**config.mk**
```make
export PLATFORM = sky130hd
export DESIGN_NAME = turret_aim_ctrl_flat
export DESIGN_NICKNAME = d
export VERILOG_FILES = /design/src/rtl/turret_aim_ctrl_pkg.sv /design/src/rtl/turret_aim_ctrl_if.sv /design/src/rtl/turret_aim_ctrl_key_repeat.sv /design/src/rtl/turret_aim_ctrl.sv /design/src/flat_wrapper.sv
export SDC_FILE = /design/constraint.sdc
export NUM_CORES = 1
export LEC_CHECK = 0
export ABC_AREA = 0
export CELL_PAD_IN_SITES_DETAIL_PLACEMENT = 1
export CELL_PAD_IN_SITES_GLOBAL_PLACEMENT = 1
export CORE_ASPECT_RATIO = 0.6
export CORE_MARGIN = 3
export CORE_UTILIZATION = 31
export DETAILED_ROUTE_END_ITERATION = 8
export GPL_ROUTABILITY_DRIVEN = 0
export HOLD_SLACK_MARGIN = 0.15
export PLACE_DENSITY_LB_ADDON = 0.1
export SYNTH_ARGS = -nofsm -noshare
export SYNTH_HDL_FRONTEND = slang
export SYNTH_SLANG_ARGS = --single-unit
export TNS_END_PERCENT = 100
```
**constraint.sdc**
```tcl
create_clock -name clk2 -period 3.15 [get_ports clk2]
set_input_delay 0.7875 -clock clk2 [delete_from_list [all_inputs] [get_ports clk2]]
set_output_delay 0.7875 -clock clk2 [all_outputs]
set_load 0.02 [all_outputs]
```
**src/rtl/turret_aim_ctrl_pkg.sv**
```systemverilog
// Shared types, key defaults and the aim table for the turret aiming controller.
// The table entry is (per-frame velocity, spawn pixel) for each aim index.
package turret_pkg;

    typedef struct packed {
        logic [9:0] vx;
        logic [9:0] vy;
        logic [9:0] sx;
        logic [9:0] sy;
    } ang_entry_t;

    // Velocities are two's-complement; 10'h3FE = -2, 10'h3FF = -1.
    localparam ang_entry_t ANG_TBL [0:15] = '{
        '{10'd0,   10'h3FE, 10'd558, 10'd422},
        '{10'h3FF, 10'h3FE, 10'd549, 10'd414},
        '{10'h3FF, 10'h3FF, 10'd550, 10'd415},
        '{10'h3FE, 10'h3FF, 10'd535, 10'd410},
        '{10'h3FE, 10'd0,   10'd510, 10'd420},
        '{10'h3FE, 10'd1,   10'd513, 10'd448},
        '{10'h3FF, 10'd1,   10'd514, 10'd453},
        '{10'h3FF, 10'd2,   10'd516, 10'd455},
        '{10'd0,   10'd2,   10'd545, 10'd458},
        '{10'd0,   10'd0,   10'd0,   10'd0},
        '{10'd0,   10'd0,   10'd0,   10'd0},
        '{10'd0,   10'd0,   10'd0,   10'd0},
        '{10'd0,   10'd0,   10'd0,   10'd0},
        '{10'd0,   10'd0,   10'd0,   10'd0},
        '{10'd0,   10'd0,   10'd0,   10'd0},
        '{10'd0,   10'd0,   10'd0,   10'd0}
    };

    typedef enum logic [1:0] {K_IDLE, K_DELAY, K_REPEAT} key_state_t;
    typedef enum logic [1:0] {F_IDLE, F_VALID, F_COOL} fire_state_t;

    localparam logic [7:0] KEY_CCW_DEF  = 8'h52;
    localparam logic [7:0] KEY_CW_DEF   = 8'h51;
    localparam logic [7:0] KEY_FIRE_DEF = 8'h2C;

endpackage

```
**src/rtl/turret_aim_ctrl_if.sv**
```systemverilog
// Fire request handshake between the turret controller and the bullet engine.
// The master raises fire_valid with a held aim snapshot until fire_ready.
interface turret_aim_ctrl_if;
    logic       fire_valid;
    logic       fire_ready;
    logic [9:0] fire_vel_x;
    logic [9:0] fire_vel_y;
    logic [9:0] fire_x;
    logic [9:0] fire_y;

    modport master (
        output fire_valid, fire_vel_x, fire_vel_y, fire_x, fire_y,
        input  fire_ready
    );

    modport slave (
        input  fire_valid, fire_vel_x, fire_vel_y, fire_x, fire_y,
        output fire_ready
    );
endinterface

```
**src/rtl/turret_aim_ctrl_key_repeat.sv**
```systemverilog
// Rotation key FSM with press-edge stepping and hold-to-repeat; emits one-cycle
// step_ccw / step_cw pulses.
//   state    | meaning
//   K_IDLE   | no rotation key engaged; a rotation key steps immediately
//   K_DELAY  | key held, waiting out the initial 2*REPEAT_CYCLES delay
//   K_REPEAT | key held, stepping every REPEAT_CYCLES
module turret_key_repeat
    import turret_pkg::*;
#(
    parameter int         REPEAT_CYCLES = 8,
    parameter logic [7:0] KEY_CCW       = KEY_CCW_DEF,
    parameter logic [7:0] KEY_CW        = KEY_CW_DEF
) (
    input  logic       clk2,
    input  logic       Reset,
    input  logic [7:0] keycode,
    output logic       step_ccw,
    output logic       step_cw
);
    localparam int CNT_W = $clog2(2 * REPEAT_CYCLES);
    localparam logic [CNT_W-1:0] LOAD_DELAY  = CNT_W'(2 * REPEAT_CYCLES - 1);
    localparam logic [CNT_W-1:0] LOAD_REPEAT = CNT_W'(REPEAT_CYCLES - 1);

    key_state_t       state, state_nxt;
    logic [CNT_W-1:0] count, count_nxt;
    logic             dir, dir_nxt;   // 1 = clockwise
    logic             held_match;

    assign held_match = dir ? (keycode == KEY_CW) : (keycode == KEY_CCW);

    always_ff @(posedge clk2) begin
        if (!Reset) begin
            state <= K_IDLE;
            count <= '0;
            dir   <= 1'b0;
        end else begin
            state <= state_nxt;
            count <= count_nxt;
            dir   <= dir_nxt;
        end
    end

    always_comb begin
        state_nxt = state;
        count_nxt = count;
        dir_nxt   = dir;
        case (state)
            K_IDLE: begin
                if (keycode == KEY_CCW || keycode == KEY_CW) begin
                    dir_nxt   = (keycode == KEY_CW);
                    count_nxt = LOAD_DELAY;
                    state_nxt = K_DELAY;
                end
            end
            K_DELAY, K_REPEAT: begin
                // Releasing or switching keys disengages without stepping.
                if (!held_match) begin
                    count_nxt = '0;
                    state_nxt = K_IDLE;
                end else if (count == '0) begin
                    count_nxt = LOAD_REPEAT;
                    state_nxt = K_REPEAT;
                end else begin
                    count_nxt = count - 1'b1;
                end
            end
            default: begin
                count_nxt = '0;
                state_nxt = K_IDLE;
            end
        endcase
    end

    always_comb begin
        step_ccw = 1'b0;
        step_cw  = 1'b0;
        if (state == K_IDLE) begin
            step_ccw = (keycode == KEY_CCW);
            step_cw  = (keycode == KEY_CW);
        end else if (held_match && count == '0) begin
            step_ccw = !dir;
            step_cw  = dir;
        end
    end
endmodule

```
**src/rtl/turret_aim_ctrl.sv**
```systemverilog
// Turret aim index, live aim decode and fire request with cooldown.
// Define TURRET_WRAP_EN to wrap the index at both ends instead of saturating.
//   state   | meaning
//   F_IDLE  | ready for a fire press
//   F_VALID | shot offered with held snapshot, waiting for fire_ready
//   F_COOL  | shot accepted, lockout until the cooldown counter empties
module turret_aim_ctrl
    import turret_pkg::*;
#(
    parameter int         N_ANGLES        = 9,
    parameter int         HOME_IDX        = 4,
    parameter int         REPEAT_CYCLES   = 8,
    parameter int         COOLDOWN_CYCLES = 16,
    parameter logic [7:0] KEY_CCW         = KEY_CCW_DEF,
    parameter logic [7:0] KEY_CW          = KEY_CW_DEF,
    parameter logic [7:0] KEY_FIRE        = KEY_FIRE_DEF
) (
    input  logic                        clk2,
    input  logic                        Reset,
    input  logic [7:0]                  keycode,
    output logic [$clog2(N_ANGLES)-1:0] angle_idx,
    output logic [N_ANGLES-1:0]         angle_onehot,
    output logic [9:0]                  vel_x,
    output logic [9:0]                  vel_y,
    output logic [9:0]                  spawn_x,
    output logic [9:0]                  spawn_y,
    output logic                        cooling,
    turret_aim_ctrl_if.master           fire
);
    localparam int IW   = $clog2(N_ANGLES);
    localparam int CD_W = $clog2(COOLDOWN_CYCLES + 1);
    localparam logic [IW-1:0] IDX_MAX  = IW'(N_ANGLES - 1);
    localparam logic [IW-1:0] IDX_HOME = IW'(HOME_IDX);
`ifdef TURRET_WRAP_EN
    localparam bit WRAP = 1'b1;
`else
    localparam bit WRAP = 1'b0;
`endif

    logic          step_ccw, step_cw;
    logic [IW-1:0] idx, idx_nxt;
    logic [3:0]    tbl_sel;
    ang_entry_t    cur;

    turret_key_repeat #(
        .REPEAT_CYCLES (REPEAT_CYCLES),
        .KEY_CCW       (KEY_CCW),
        .KEY_CW        (KEY_CW)
    ) u_key (
        .clk2     (clk2),
        .Reset    (Reset),
        .keycode  (keycode),
        .step_ccw (step_ccw),
        .step_cw  (step_cw)
    );

    always_comb begin
        idx_nxt = idx;
        if (step_cw) begin
            if (idx == IDX_MAX) idx_nxt = WRAP ? '0 : idx;
            else                idx_nxt = idx + 1'b1;
        end else if (step_ccw) begin
            if (idx == '0) idx_nxt = WRAP ? IDX_MAX : idx;
            else           idx_nxt = idx - 1'b1;
        end
    end

    always_ff @(posedge clk2) begin
        if (!Reset) idx <= IDX_HOME;
        else        idx <= idx_nxt;
    end

    assign tbl_sel      = 4'(idx);
    assign cur          = ANG_TBL[tbl_sel];
    assign angle_idx    = idx;
    assign angle_onehot = N_ANGLES'(1) << idx;
    assign vel_x        = cur.vx;
    assign vel_y        = cur.vy;
    assign spawn_x      = cur.sx;
    assign spawn_y      = cur.sy;

    fire_state_t     f_state, f_state_nxt;
    logic [7:0]      key_prev;
    logic            fire_edge;
    logic [CD_W-1:0] cool_cnt;
    ang_entry_t      snap;

    assign fire_edge = (keycode == KEY_FIRE) && (key_prev != KEY_FIRE);

    always_ff @(posedge clk2) begin
        if (!Reset) f_state <= F_IDLE;
        else        f_state <= f_state_nxt;
    end

    // Fire presses outside F_IDLE are simply lost, never queued.
    always_comb begin
        f_state_nxt = f_state;
        case (f_state)
            F_IDLE:  if (fire_edge)         f_state_nxt = F_VALID;
            F_VALID: if (fire.fire_ready)   f_state_nxt = F_COOL;
            F_COOL:  if (cool_cnt <= CD_W'(1)) f_state_nxt = F_IDLE;
            default:                        f_state_nxt = F_IDLE;
        endcase
    end

    always_comb begin
        fire.fire_valid = (f_state == F_VALID);
        fire.fire_vel_x = snap.vx;
        fire.fire_vel_y = snap.vy;
        fire.fire_x     = snap.sx;
        fire.fire_y     = snap.sy;
        cooling         = (cool_cnt != '0);
    end

    always_ff @(posedge clk2) begin
        if (!Reset) begin
            key_prev <= 8'h00;
            cool_cnt <= '0;
            snap     <= '0;
        end else begin
            key_prev <= keycode;
            if (f_state == F_IDLE && fire_edge) snap <= cur;
            if (f_state == F_VALID && fire.fire_ready)
                cool_cnt <= CD_W'(COOLDOWN_CYCLES);
            else if (cool_cnt != '0)
                cool_cnt <= cool_cnt - 1'b1;
        end
    end
endmodule
```
**src/flat_wrapper.sv**
```systemverilog
// flat-port wrapper written by rule: the top's interface ports become plain ports
module turret_aim_ctrl_flat import turret_pkg::*;
#(
    parameter int         N_ANGLES        = 9,
    parameter int         HOME_IDX        = 4,
    parameter int         REPEAT_CYCLES   = 8,
    parameter int         COOLDOWN_CYCLES = 16,
    parameter logic [7:0] KEY_CCW         = KEY_CCW_DEF,
    parameter logic [7:0] KEY_CW          = KEY_CW_DEF,
    parameter logic [7:0] KEY_FIRE        = KEY_FIRE_DEF
)
  (clk2, Reset, keycode, angle_idx, angle_onehot, vel_x, vel_y, spawn_x, spawn_y, cooling, fire_fire_valid, fire_fire_vel_x, fire_fire_vel_y, fire_fire_x, fire_fire_y, fire_fire_ready);
  turret_aim_ctrl_if fire_i ();
  input  logic clk2;
  input  logic Reset;
  input  logic [7:0] keycode;
  output logic [$clog2(N_ANGLES)-1:0] angle_idx;
  output logic [N_ANGLES-1:0] angle_onehot;
  output logic [9:0] vel_x;
  output logic [9:0] vel_y;
  output logic [9:0] spawn_x;
  output logic [9:0] spawn_y;
  output logic cooling;
  output wire logic [$bits(fire_i.fire_valid)-1:0] fire_fire_valid;
  output wire logic [$bits(fire_i.fire_vel_x)-1:0] fire_fire_vel_x;
  output wire logic [$bits(fire_i.fire_vel_y)-1:0] fire_fire_vel_y;
  output wire logic [$bits(fire_i.fire_x)-1:0] fire_fire_x;
  output wire logic [$bits(fire_i.fire_y)-1:0] fire_fire_y;
  input wire logic [$bits(fire_i.fire_ready)-1:0] fire_fire_ready;
  assign fire_fire_valid = fire_i.fire_valid;
  assign fire_fire_vel_x = fire_i.fire_vel_x;
  assign fire_fire_vel_y = fire_i.fire_vel_y;
  assign fire_fire_x = fire_i.fire_x;
  assign fire_fire_y = fire_i.fire_y;
  assign fire_i.fire_ready = fire_fire_ready;
  turret_aim_ctrl #(.N_ANGLES(N_ANGLES), .HOME_IDX(HOME_IDX), .REPEAT_CYCLES(REPEAT_CYCLES), .COOLDOWN_CYCLES(COOLDOWN_CYCLES), .KEY_CCW(KEY_CCW), .KEY_CW(KEY_CW), .KEY_FIRE(KEY_FIRE)) u_core (.clk2(clk2), .Reset(Reset), .keycode(keycode), .angle_idx(angle_idx), .angle_onehot(angle_onehot), .vel_x(vel_x), .vel_y(vel_y), .spawn_x(spawn_x), .spawn_y(spawn_y), .cooling(cooling), .fire(fire_i));
endmodule
```
==> flow_summary.rst <==
.. list-table::
   :header-rows: 1

   * - Metric
     - Value
   * - Outcome
     - complete, no violations
   * - Least-Margin Pin Slew
     - 0.7238 ns
   * - Initial Utilization
     - 32.88%
   * - Clock transition time at the flip-flop clock pins of the worst setup and hold paths
     - 0.07 ns
   * - Width of the die
     - 125.9 um
   * - Final standard cell utilization of the core
     - 46.11%
   * - Worst reg2reg path endpoint
     - u_core.angle_idx[2]$_SDFFE_PN1P_
   * - DRC
     - 0
   * - Pin count of the biggest net entering global routing
     - 21
   * - Number of failing hold endpoints at the final stage
     - 0
   * - Largest area contributor in the synthesized netlist
     - sky130_fd_sc_hd__dfxtp_1
   * - Overall die area
     - 0.009812 sq mm
   * - Highest fanout seen on the critical path
     - 12
   * - Core Region
     - 0.008133 sq mm
   * - Die Height
     - 77.94 um
   * - Endpoint of the worst setup timing path
     - angle_onehot[0]
   * - Synth warn
     - 0
   * - Via count of the first global-routing pass
     - 2353
   * - Kind of capture point of the worst setup path
     - primary output
   * - Worst min path class
     - flip-flop to flip-flop
   * - Later-pin clock latency in the skew report
     - 0.29 ns
   * - Cell with the most instances after synthesis
     - sky130_fd_sc_hd__dfxtp_1
   * - Maximum operating frequency
     - 0.3335 GHz
   * - Average instance area after synthesis
     - 8.488 sq um
   * - Setup repair after global routing missed its margin
     - no
   * - Leakage power figure
     - 1.444 nW
   * - Main synth FF type
     - sky130_fd_sc_hd__dfxtp_1
   * - Area share of the largest cell type after synthesis
     - 33.69%
   * - TritonCTS Buffers
     - 5
   * - Source of the critical timing path
     - u_core.angle_idx[1]$_SDFFE_PN0P_
   * - Final number of max-transition violations
     - 0
   * - Portion of the post-synthesis area used by sequential elements
     - 33.69%
   * - Number of inserted diodes
     - 0
   * - Fraction of final layout cells sized beyond drive strength 1
     - 7.273%
   * - Cell types with the largest area share after synthesis
     - sky130_fd_sc_hd__dfxtp_1 (34%), sky130_fd_sc_hd__buf_4 (12%), sky130_fd_sc_hd__mux2i_1 (9.4%)
   * - Design Power
     - 1.768 mW
   * - Reg2reg setup slack
     - 0.83 ns
   * - CP startpoint kind
     - flip-flop
   * - H-tree level count
     - 2
   * - DR iter-0 viols
     - 140
   * - Final std cells w/o fill
     - 493
   * - Data arrival time of the critical path
     - 2.21 ns
   * - Depth of the worst register-to-register path
     - 10
   * - Number of vias after detailed routing
     - 2352
   * - DP Cell Count
     - 485
   * - Routed length per placed instance
     - 15.90 um
   * - Register bit total from synthesis
     - 45
   * - Number of maximum-capacitance constraint violations
     - 0
   * - Worst slack, placed
     - 0.06364 ns
   * - Layout overhead on the synthesized area
     - 40.24%
   * - Number of distinct library cell variants in the gate-level netlist after synthesis
     - 43
   * - Post-Route WL
     - 7840 um
   * - Final clock period utilization by the worst path
     - 95.20%
   * - Maximum clock insertion buffer count
     - 2
   * - Async S/R FF share, synth
     - 0%
   * - Antenna violations before repair
     - 0
   * - Buffers added on ports
     - 103
   * - Worst slew margin relative to its limit
     - 51.70%
   * - Accumulated negative setup slack
     - 0 ns
   * - Setup Viol. Count Final
     - 0
   * - Number of nets in the layout
     - 407
   * - Peak ir drop on the vdd network
     - 0.0003620 V
   * - Pwr per Cell Area
     - 471.4 mW/mm^2
   * - Endpoint required time on the critical path
     - 2.36 ns
   * - Reg-to-reg startpoint
     - u_core.u_key.count[0]$_SDFFE_PN0P_
   * - Num ports
     - 106
   * - HPWL after detailed placement
     - 6033 um
   * - Number of clock sinks seen by CTS
     - 45
   * - Overall global routing resource usage
     - 15.80%
   * - Number of iterations in the first detailed-routing pass
     - 5
   * - Average vias per placed instance
     - 4.771
   * - Number of nets with antenna violations after detailed routing
     - 0
   * - GRT Residual Overflow
     - 0
   * - Clock tree from TritonCTS
     - built
   * - Number of standard cells after synthesis
     - 315
   * - Post-layout minimum cycle time
     - 2.999 ns
   * - Setup skew after layout
     - 0.004946 ns
   * - Number of standard-cell rows in the floorplan
     - 25
   * - Clk root buf
     - sky130_fd_sc_hd__clkbuf_16
   * - Setup WS post-layout
     - 0.1513 ns
   * - Netlist area before placement
     - 0.002674 sq mm
   * - Ranking of synthesized cells by instance count
     - sky130_fd_sc_hd__dfxtp_1 (45), sky130_fd_sc_hd__buf_4 (43), sky130_fd_sc_hd__nor2_1 (39)
   * - Post-synth EDFFs
     - 0
   * - First-pass GRT wire length
     - 12640 um
   * - Critical path type
     - flip-flop to primary output
   * - Number of filler cells placed in the layout
     - 950
## per-layer routing
metal / wire length [um] / track usage, % / vias to the layer above
met2: 3322 / 23.65 / 58
met3: 397 / 4.333 / 4
met1: 4078 / 22.78 / 1130
li1: - / - / 1160
met5: 0 / 0 / -
met4: 42 / 2.891 / 0
## cells in the final DEF (no fill, tap or decap), types with 3 or more instances in the layout
cell / instances
sky130_fd_sc_hd__nand2b_1: 3
sky130_fd_sc_hd__dfxtp_1: 43
sky130_fd_sc_hd__inv_1: 14
sky130_fd_sc_hd__nor2b_1: 4
sky130_fd_sc_hd__a211oi_1: 3
sky130_fd_sc_hd__ha_1: 11
sky130_fd_sc_hd__nor3_1: 11
sky130_fd_sc_hd__and2_1: 13
sky130_fd_sc_hd__clkbuf_16: 5
sky130_fd_sc_hd__mux2i_1: 25
sky130_fd_sc_hd__nor4b_1: 3
sky130_fd_sc_hd__o21ai_0: 7
sky130_fd_sc_hd__a21oi_1: 23
sky130_fd_sc_hd__clkdlybuf4s50_1: 103
sky130_fd_sc_hd__or4_1: 3
sky130_fd_sc_hd__nand3_1: 6
sky130_fd_sc_hd__buf_4: 12
sky130_fd_sc_hd__a21o_1: 3
sky130_fd_sc_hd__o31ai_1: 4
sky130_fd_sc_hd__nor2_1: 39
sky130_fd_sc_hd__xnor2_1: 5
sky130_fd_sc_hd__nand2_1: 15
## timing repair
item                                   4_1_cts  5_1_grt
setup endpoints to repair                    1        8
endpoints found under the hold margin        0        0
buffers inserted                             0        0
resized for setup                            1        2
cloned                                       0        0
hold buffers                                 0        0
## power by group
group	leakage, nW	internal (mW)	switching, mW
logic	1.01	0.238	0.319
registers	0.367	0.628	0.0540
clock network	0.0631	0.295	0.234
total	1.44	1.16	0.607
## critical path: stages (launching register included)
cell and delay (ns):
sky130_fd_sc_hd__dfxtp_1 0.31, sky130_fd_sc_hd__inv_1 0.14, sky130_fd_sc_hd__ha_2 0.35, sky130_fd_sc_hd__nand2b_1 0.14, sky130_fd_sc_hd__nor2_1 0.30, sky130_fd_sc_hd__clkdlybuf4s50_1 0.68
## stage by stage
step	hold slack (ns)	instance area, sq um
2_1_floorplan	0.4445	2678
3_3_place_gp	0.4753	3601
3_5_place_dp	0.4758	3601
4_1_cts	0.4869	3747
5_1_grt	0.5243	3750
6_report	0.4865	3750
## registers in the layout, indices dropped and copies added, names as in the netlist
name / cells
u_core.angle_idx: 4
u_core.cool_cnt: 5
u_core.f_state: 2
u_core.fire.fire_vel_x: 2
u_core.fire.fire_vel_y: 3
u_core.fire.fire_x: 8
u_core.fire.fire_y: 6
u_core.key_prev: 8
u_core.u_key.count: 4
u_core.u_key.dir: 1
u_core.u_key.state: 2
## layout make-up
type	count	area [sq um]	share of cell area (%)
Clock buffer	6	128.9	3.437
Clock inverter	2	15.01	0.4004
Inverter	14	52.55	1.401
Multi-Input combinational cell	202	1374	36.64
Sequential cell	45	903.4	24.09
Tap cell	108	135.1	3.604
Timing Repair Buffer	116	1141	30.43
## how the worst min path moves through the flow
stage          cells past startpoint                                 end                          startpoint
6_report                           2      u_core.f_state[1]$_SDFFE_PN0P_      u_core.f_state[1]$_SDFFE_PN0P_
2_1_floorplan                      2      u_core.f_state[1]$_SDFFE_PN0P_      u_core.f_state[1]$_SDFFE_PN0P_
5_1_grt                            2      u_core.f_state[1]$_SDFFE_PN0P_      u_core.f_state[1]$_SDFFE_PN0P_
3_5_place_dp                       2      u_core.f_state[1]$_SDFFE_PN0P_      u_core.f_state[1]$_SDFFE_PN0P_
3_3_place_gp                       2  u_core.fire.fire_x[2]$_SDFFE_PN0P_  u_core.fire.fire_x[2]$_SDFFE_PN0P_
4_1_cts                            2      u_core.f_state[1]$_SDFFE_PN0P_      u_core.f_state[1]$_SDFFE_PN0P_
## logic make-up after synthesis
family / count (synthesis) / share of synthesized area, %
XOR/XNOR: 7 / 2.293
multiplexers: 26 / 9.920
flip-flops: 45 / 33.69
adder cells (fa/ha/maj): 12 / 5.615
AO/OA/AOI/OAI: 49 / 11.89
AND/OR/NAND/NOR: 106 / 20.59
other: 1 / 0.1402
buffers and inverters: 69 / 15.86
(Power assumes the default switching activity.)
